## src/rtl/imm_extend_pipe.sv

```systemverilog
// Registered, flow-controlled immediate extractor with a 2-entry skid buffer.
// Optional build macro IMM_SCALE_EN adds in_scale and left-shifts the extended value.
module imm_extend_pipe #(
  parameter int DATA_W = 16
) (
  input  logic              clk,
  input  logic              rst,
  input  logic              in_valid,
  output logic              in_ready,
  input  logic [DATA_W-1:0] in_instr,
  input  logic [2:0]        in_mode,
`ifdef IMM_SCALE_EN
  input  logic [1:0]        in_scale,
`endif
  output logic              out_valid,
  input  logic              out_ready,
  output logic [DATA_W-1:0] out_imm,
  output logic [15:0]       out_count
);

  localparam int NIB = DATA_W / 4;

  typedef enum logic [1:0] {
    ST_EMPTY = 2'd0,
    ST_ONE   = 2'd1,
    ST_FULL  = 2'd2
  } state_t;

  state_t            state_q, state_d;
  logic [DATA_W-1:0] m_q, m_d;
  logic [DATA_W-1:0] s_q, s_d;
  logic [15:0]       count_q, count_d;
  logic [DATA_W-1:0] ext_s;
  logic              accept_s;
  logic              deliver_s;

  // mode[2] set forces a zero fill; otherwise the field MSB is replicated
  function automatic logic [DATA_W-1:0] extend_field(
    input logic [DATA_W-1:0] instr,
    input logic [2:0]        mode
  );
    logic [DATA_W-1:0] r;
    logic              fill;
    case (mode[1:0])
      2'b00: begin
        fill = ~mode[2] & instr[2*NIB-1];
        r    = {{(DATA_W-NIB){fill}}, instr[2*NIB-1:NIB]};
      end
      2'b01: begin
        fill = ~mode[2] & instr[NIB-1];
        r    = {{(DATA_W-NIB){fill}}, instr[NIB-1:0]};
      end
      2'b10: begin
        fill = ~mode[2] & instr[2*NIB-1];
        r    = {{(DATA_W-2*NIB){fill}}, instr[2*NIB-1:0]};
      end
      2'b11: begin
        fill = ~mode[2] & instr[3*NIB-1];
        r    = {{(DATA_W-3*NIB){fill}}, instr[3*NIB-1:0]};
      end
      default: begin
        fill = 1'b0;
        r    = {DATA_W{1'b0}};
      end
    endcase
    return r;
  endfunction

  // Extended (and optionally scaled) value presented to the storage registers
  always_comb begin
`ifdef IMM_SCALE_EN
    ext_s = extend_field(in_instr, in_mode) << in_scale;
`else
    ext_s = extend_field(in_instr, in_mode);
`endif
  end

  assign in_ready  = (state_q != ST_FULL);
  assign out_valid = (state_q != ST_EMPTY);
  assign out_imm   = m_q;
  assign out_count = count_q;
  assign accept_s  = in_valid & in_ready;
  assign deliver_s = out_valid & out_ready;

  // Next-state and register-load selection for the M/S skid pair
  always_comb begin
    state_d = state_q;
    m_d     = m_q;
    s_d     = s_q;
    case (state_q)
      ST_EMPTY: begin
        if (accept_s) begin
          m_d     = ext_s;
          state_d = ST_ONE;
        end else begin
          state_d = ST_EMPTY;
        end
      end
      ST_ONE: begin
        if (accept_s && out_ready) begin
          m_d = ext_s;
        end else if (accept_s) begin
          s_d     = ext_s;
          state_d = ST_FULL;
        end else if (out_ready) begin
          state_d = ST_EMPTY;
        end else begin
          state_d = ST_ONE;
        end
      end
      ST_FULL: begin
        if (out_ready) begin
          m_d     = s_q;
          state_d = ST_ONE;
        end else begin
          state_d = ST_FULL;
        end
      end
      default: begin
        state_d = ST_EMPTY;
      end
    endcase
  end

  // Delivered-word counter, wraps naturally at 16 bits
  always_comb begin
    if (deliver_s) begin
      count_d = count_q + 16'd1;
    end else begin
      count_d = count_q;
    end
  end

  // State and data registers with synchronous reset
  always_ff @(posedge clk) begin
    if (rst) begin
      state_q <= ST_EMPTY;
      m_q     <= {DATA_W{1'b0}};
      s_q     <= {DATA_W{1'b0}};
      count_q <= 16'd0;
    end else begin
      state_q <= state_d;
      m_q     <= m_d;
      s_q     <= s_d;
      count_q <= count_d;
    end
  end

endmodule

```

## config.mk

```make
export PLATFORM = sky130hd
export DESIGN_NAME = imm_extend_pipe
export DESIGN_NICKNAME = d
export VERILOG_FILES = /design/src/rtl/imm_extend_pipe.sv
export SDC_FILE = /design/constraint.sdc
export NUM_CORES = 1
export LEC_CHECK = 0
export ABC_AREA = 1
export CAP_MARGIN = 20
export CORE_MARGIN = 10
export CORE_UTILIZATION = 48
export CTS_BUF_LIST = sky130_fd_sc_hd__clkbuf_16
export DETAILED_ROUTE_END_ITERATION = 6
export PLACE_DENSITY = 0.82
export SLEW_MARGIN = 0
export SYNTH_ARGS = -nofsm -noshare
export SYNTH_HDL_FRONTEND = slang
export SYNTH_SLANG_ARGS = --single-unit
export TNS_END_PERCENT = 30
```

## constraint.sdc

```tcl
create_clock -name clk -period 1.35 [get_ports clk]
set_clock_uncertainty 0.05 [all_clocks]
set_input_delay 0.27 -clock clk [delete_from_list [all_inputs] [get_ports clk]]
set_output_delay 0.27 -clock clk [all_outputs]
set_load 0.005 [all_outputs]
```

Word-level counts from Yosys, hierarchy flattened --
Cells that the tools add are included.
Word-level totals: memory bits (writable) 0, word-level logic and storage cells 40, latch bits 0, bits in read-only memories 0, bits of input ports 23, register bits 50, output and inout port bits 34, memories 0
Operators by class: divide/modulo/power cells 0, equality and inequality tests 10, $lt $le $gt $ge 0, muxes and demuxes 11, bitwise gates (word level) 7, shift-type cells 0, add/sub/neg operators 1, multiply operators 0, reductions and logical operators 7
Operators with widths (count):
- 16-bit one-hot mux with 4 select lines | 1
- 16-bit 2-to-1 mux | 3
- 16-bit one-hot mux with 3 select lines | 1
- 16-bit by 1-bit adder with 16-bit output (second input constant) | 1
- 2-bit != test (second input constant) | 5
- 2-bit == test (second input constant) | 3
- 2-bit 2-to-1 mux | 3
- 2-bit one-hot mux with 3 select lines | 1
- 1-bit bitwise AND | 5
- 2-bit by 1-bit == test with 1-bit output (second input constant) | 2
- 2-bit logical NOT | 2
- 4-bit AND reduction | 1
- 3-bit AND reduction | 1
- 3-bit nonzero test | 1
- 1-bit 2-to-1 mux | 2
- 1-bit NOT | 2
- 2-bit nonzero test | 1
- 1-bit logical AND | 1

Depth between registers and ports, before layout --
Gate-level depths: netlist (run 1).
word-level depth 5, gate-level depth with buffers 9, gate-level depth less buffers 9

Worst setup path before layout (run 1) --
OpenSTA, ideal clock, no wires.
path type reg2reg, from register count_q[1] (netlist: out_count[1]), to register count_q[8] (netlist: out_count[8]), clock period less this slack 1307 ps, data required time 1168 ps, path buffers 0, stages on the path, launching flop included 8, slack 43 ps, library setup time 132 ps, data arrival time 1125 ps, path through dfxtp_1 ha_1 inv_1 nor2_1 nand2_1 xor2_1 nand2_1 a21oi_1
On the way: word-level cells in the longest chain between the ends 1
Ends and longest elaborated chain:
- start: declaration | line 32 | logic [15:0] count_q, count_d;
- start signal: assignment | line 145 | count_q <= count_d;
- 16-bit by 1-bit adder with 16-bit output | line 128 | count_d = count_q + 16'd1;
Every way passes these cells. A chain may end at the register's enable or synchronous reset.

Worst setup path after layout (run 1) --
from register state_q[1], to register m_q[1] (netlist: out_imm[1])
On the way: word-level cells in the longest chain between the ends 5, elaborated cells between the ends (all ways) 12, those cells by class 6 x eq/ne; 1 x mux; 1 x bitwise; 4 x reduce/logical
Ends and longest elaborated chain:
- start: declaration | line 29 | state_t state_q, state_d;
- start signal: assignment | line 142 | state_q <= state_d;
- 2-bit != test | line 78 | assign in_ready = (state_q != ST_FULL);
- 1-bit bitwise AND | line 82 | assign accept_s = in_valid & in_ready;
- 1-bit logical AND | line 100 | if (accept_s && out_ready) begin
- 2-bit != test (no line)
- 4-bit AND reduction (no line)
- end signal: assignment | line 138 | m_q <= {DATA_W{1'b0}};
- end signal: assignment | line 143 | m_q <= m_d;
- end: declaration | line 30 | logic [DATA_W-1:0] m_q, m_d;
Parallel ways exist; a longest one is shown, timed or not.

==> results of run 1 <==
## layout make-up
| class | count | area (sq um) | share of cell area [%] |
|---|---|---|---|
| clock buffers | 5 | 125.1 | 3.893 |
| clock inverters | 3 | 18.77 | 0.5839 |
| inverters | 39 | 158.9 | 4.944 |
| multi-input cells | 234 | 1171 | 36.43 |
| flip-flops and latches | 44 | 907.1 | 28.22 |
| well taps | 52 | 65.06 | 2.024 |
| repair buffers | 87 | 768.2 | 23.90 |
## state kept, by name, indices dropped and copies added, names as in the netlist
| name | cells |
|---|---|
| state_q | 2 |
| out_imm | 13 |
| s_q | 13 |
| out_count | 16 |
## worst max-delay path by stage
stage | end | cells past startpoint | start
finish | out_imm[1] | 8 | state_q[1]
global route | out_count[11] | 8 | out_count[5]
CTS | out_count[1] | 1 | out_count[1]
detailed placement | out_imm[1] | 7 | in_mode[1]
global placement | out_imm[1] | 7 | in_mode[1]
floorplan | out_count[8] | 7 | out_count[1]
## report_power, final
group	switching (W)	total, W	internal (W)
Combinational	0.000277	0.000525	0.000248
Clock	0.000503	0.00118	0.000678
Sequential	0.0000393	0.00140	0.00136
## worst register-to-register path, stage by stage, from the launching register on
cell and delay [ns]:
dfxtp_4 0.36, inv_2 0.07, nand2_2 0.05, buf_4 0.14, nand2_2 0.09, nand2_4 0.09, buf_8 0.15, a21oi_1 0.13
a21oi_1 0.09
## per-stage QoR
| step | cell area [sq um] | power, W | setup TNS, ns | hold slack (ns) | util [%] |
|---|---|---|---|---|---|
| 2_1_floorplan | 2198 | 0.001681 | 0 | 0.3842 | - |
| 3_3_place_gp | 2949 | 0.001948 | -9.231 | 0.4285 | 67.27 |
| 3_5_place_dp | 2949 | 0.001957 | -10.42 | 0.4364 | 67.27 |
| 4_1_cts | 3092 | 0.003097 | -0.2925 | 0.4288 | 70.52 |
| 5_1_grt | 3214 | 0.003239 | -0.6886 | 0.3419 | 73.32 |
| 6_report | 3214 | 0.003108 | 0 | 0.3018 | 73.32 |
## layer usage
metal | share of wire, % | vias up | track usage [%]
met2 | 48 | 81 | 26.85
li1 | - | 1226 | -
met4 | 1.5 | 0 | 9.130
met1 | 42 | 1086 | 18.08
met3 | 8.6 | 11 | 6.035
met5 | 0 | - | 0
## cells in the mapped netlist, types with 2 or more instances
cell type	instances	area [sq um]
clkbuf_1	5	18.77
a31oi_1	2	12.51
o21ai_1	22	110.1
nor2_1	47	176.4
dfxtp_1	44	880.8
nand2_2	4	25.02
o21ai_0	16	80.08
nand2_1	73	274.0
nand3_1	13	65.06
buf_4	6	45.04
inv_2	8	30.03
inv_1	31	116.4
nand4_1	4	25.02
nor3_1	4	20.02
nor2_2	3	18.77
a21oi_1	38	190.2
## repair_timing
action                     in CTS  in global routing
setup buffers                   1                  4
resized for setup              56                 41
setup endpoints to repair      52                 38
pin swaps                       0                 11
## kinds of logic after synthesis
| kind of cell | count (synthesis) | share of synthesized area (%) |
|---|---|---|
| and+or+nand+nor | 153 | 30.79 |
| DFF | 44 | 40.07 |
| buffers and inverters | 52 | 9.960 |
| AOI/OAI and AO/OA | 79 | 18.21 |
| xor gates and xnor gates | 1 | 0.3985 |
| adders and majority gates | 1 | 0.5691 |
==> results by group, run 1 <==
Logic synthesis
  – Synth unique cells: 26
  – Average size of a mapped cell: 6.662 sq um
  – Synth Flop Type: dfxtp_1
  – Ys async rst share: 0%
  – Number of enable flip-flop cells after synthesis: 0
  – Register bit total from synthesis: 44
  – Syn. warnings: 0
  – Synthesized net count: 354
  – Post-Syn Area: 2198 sq um
  – Synthesized instance count: 330
  – Register area share after synthesis: 40.07%

STA
  – RSZ-0062 raised after global routing: yes
  – Min cycle time layout: 1.328 ns
  – Slew Limit Fails: 0
  – Setup violators final: 0
  – Final period utilization: 98.34%
  – Relative slew slack: 78.34%
  – FMAX: 753.2 MHz
  – Final Hold Fails: 0
  – Setup ws final: 0.02237 ns
  – Worst Max-Slew Pin Slew: 0.3214 ns

Placed design
  – Input/output buffers: 52
  – Hpwl dp: 4525 um
  – DP Cell Count: 451
  – Gpl congestion: 0.8934
  – Place WS: -0.3527 ns

Critical path
  – WP data required: 1.47 ns
  – WP buf/inv: 3
  – CP max FO: 9
  – FF-to-FF setup slack: 0.02 ns
  – CP top delay family: flip-flops
  – Critical R2R Launch: state_q[1]
  – FF-to-FF End: out_imm[1]
  – Worst R2R Path Depth: 8
  – Setup crit end kind: flip-flop
  – Worst path max stage delay: 0.36 ns
  – CP Cell Sequence: inv_2, nand2_2, buf_4, nand2_2, nand2_4, buf_8, a21oi_1, a21oi_1
  – Crit path launch type: flip-flop
  – CP max-delay cell: dfxtp_4
  – Arrival @ worst endpoint: 1.45 ns
  – Crit Path Category: flip-flop to flip-flop

Pwr
  – Pwr Density: 966.9 nW/um^2
  – Leakage power: 1.567 nW
  – Maximum vdd drop: 0.0006879 V

Clock network
  – CTS Buffer Depth: 2
  – Clock transition at the registers of the reported paths: 0.06 ns
  – # hold bufs at CTS: 0
  – H-tree depth: 2
  – TritonCTS Buffers: 5
  – Clk_lat worst skew: 0.28 ns
  – Root Buffer: clkbuf_16
  – CTS sink count: 44
  – CTS tree: done

Min path
  – Min-Delay Path Depth: 3
  – Worst min path class: input port to flip-flop
  – Worst hold start: in_mode[1]
  – Hold path endpoint: s_q[7]

Status
  – Outcome: finished, final reports clean

Floorplanning
  – Die area: 7687 sq um
  – Core ar.: 4384 sq um
  – Initial Util: 50.14%
  – Die Wd: 87.68 um
  – Die height: 87.68 um
  – Core Rows: 24
  – I/O pin cnt: 57

GRT
  – Largest net degree at the start of global routing: 21
  – GRT Total Usage: 16.44%
  – Initial antenna violation count: 0
  – First-pass GRT wire length: 10430 um
  – Total grt overflow: 0
  – Vias in the first global route: 2390

Drt
  – Drt drc: 0
  – Routed WL: 6235 um
  – Initial DRC count: 146
  – Total number of vias: 2404
  – Routed vias/inst: 5.181
  – Avg WL per Cell: 13.44 um
  – ANT nets after route: 0
  – First-pass iteration count of the detailed router: 4

Final layout
  – Layout cells sized above 1: 23.54%
  – Fillers: 347
  – Most frequent cells in the layout: 69 x nand2_1, 42 x nor2_1, 33 x buf_4
  – Layout Nets: 435
  – Layout Cells excl Fill: 464
  – ANT cells: 0
  – Commonest non-fill, non-tap cell in the layout: nand2_1
  – Synthesis-to-layout area growth: 46.22%

Job
  – Max Cap Viol: 0
No activity file was read; power rests on OpenSTA's default activity.
==> run 2: changes to the inputs <==
CTS_CLUSTER_SIZE = 40   (was unset)
==> results of run 2 <==
The final DEF is identical to that of run 1; final timing and power are the same.
==> run 3: changes to the inputs <==
GPL_TIMING_DRIVEN = 1   (was unset)
==> results of run 3 <==
The final DEF is identical to that of run 1; final timing and power are the same.
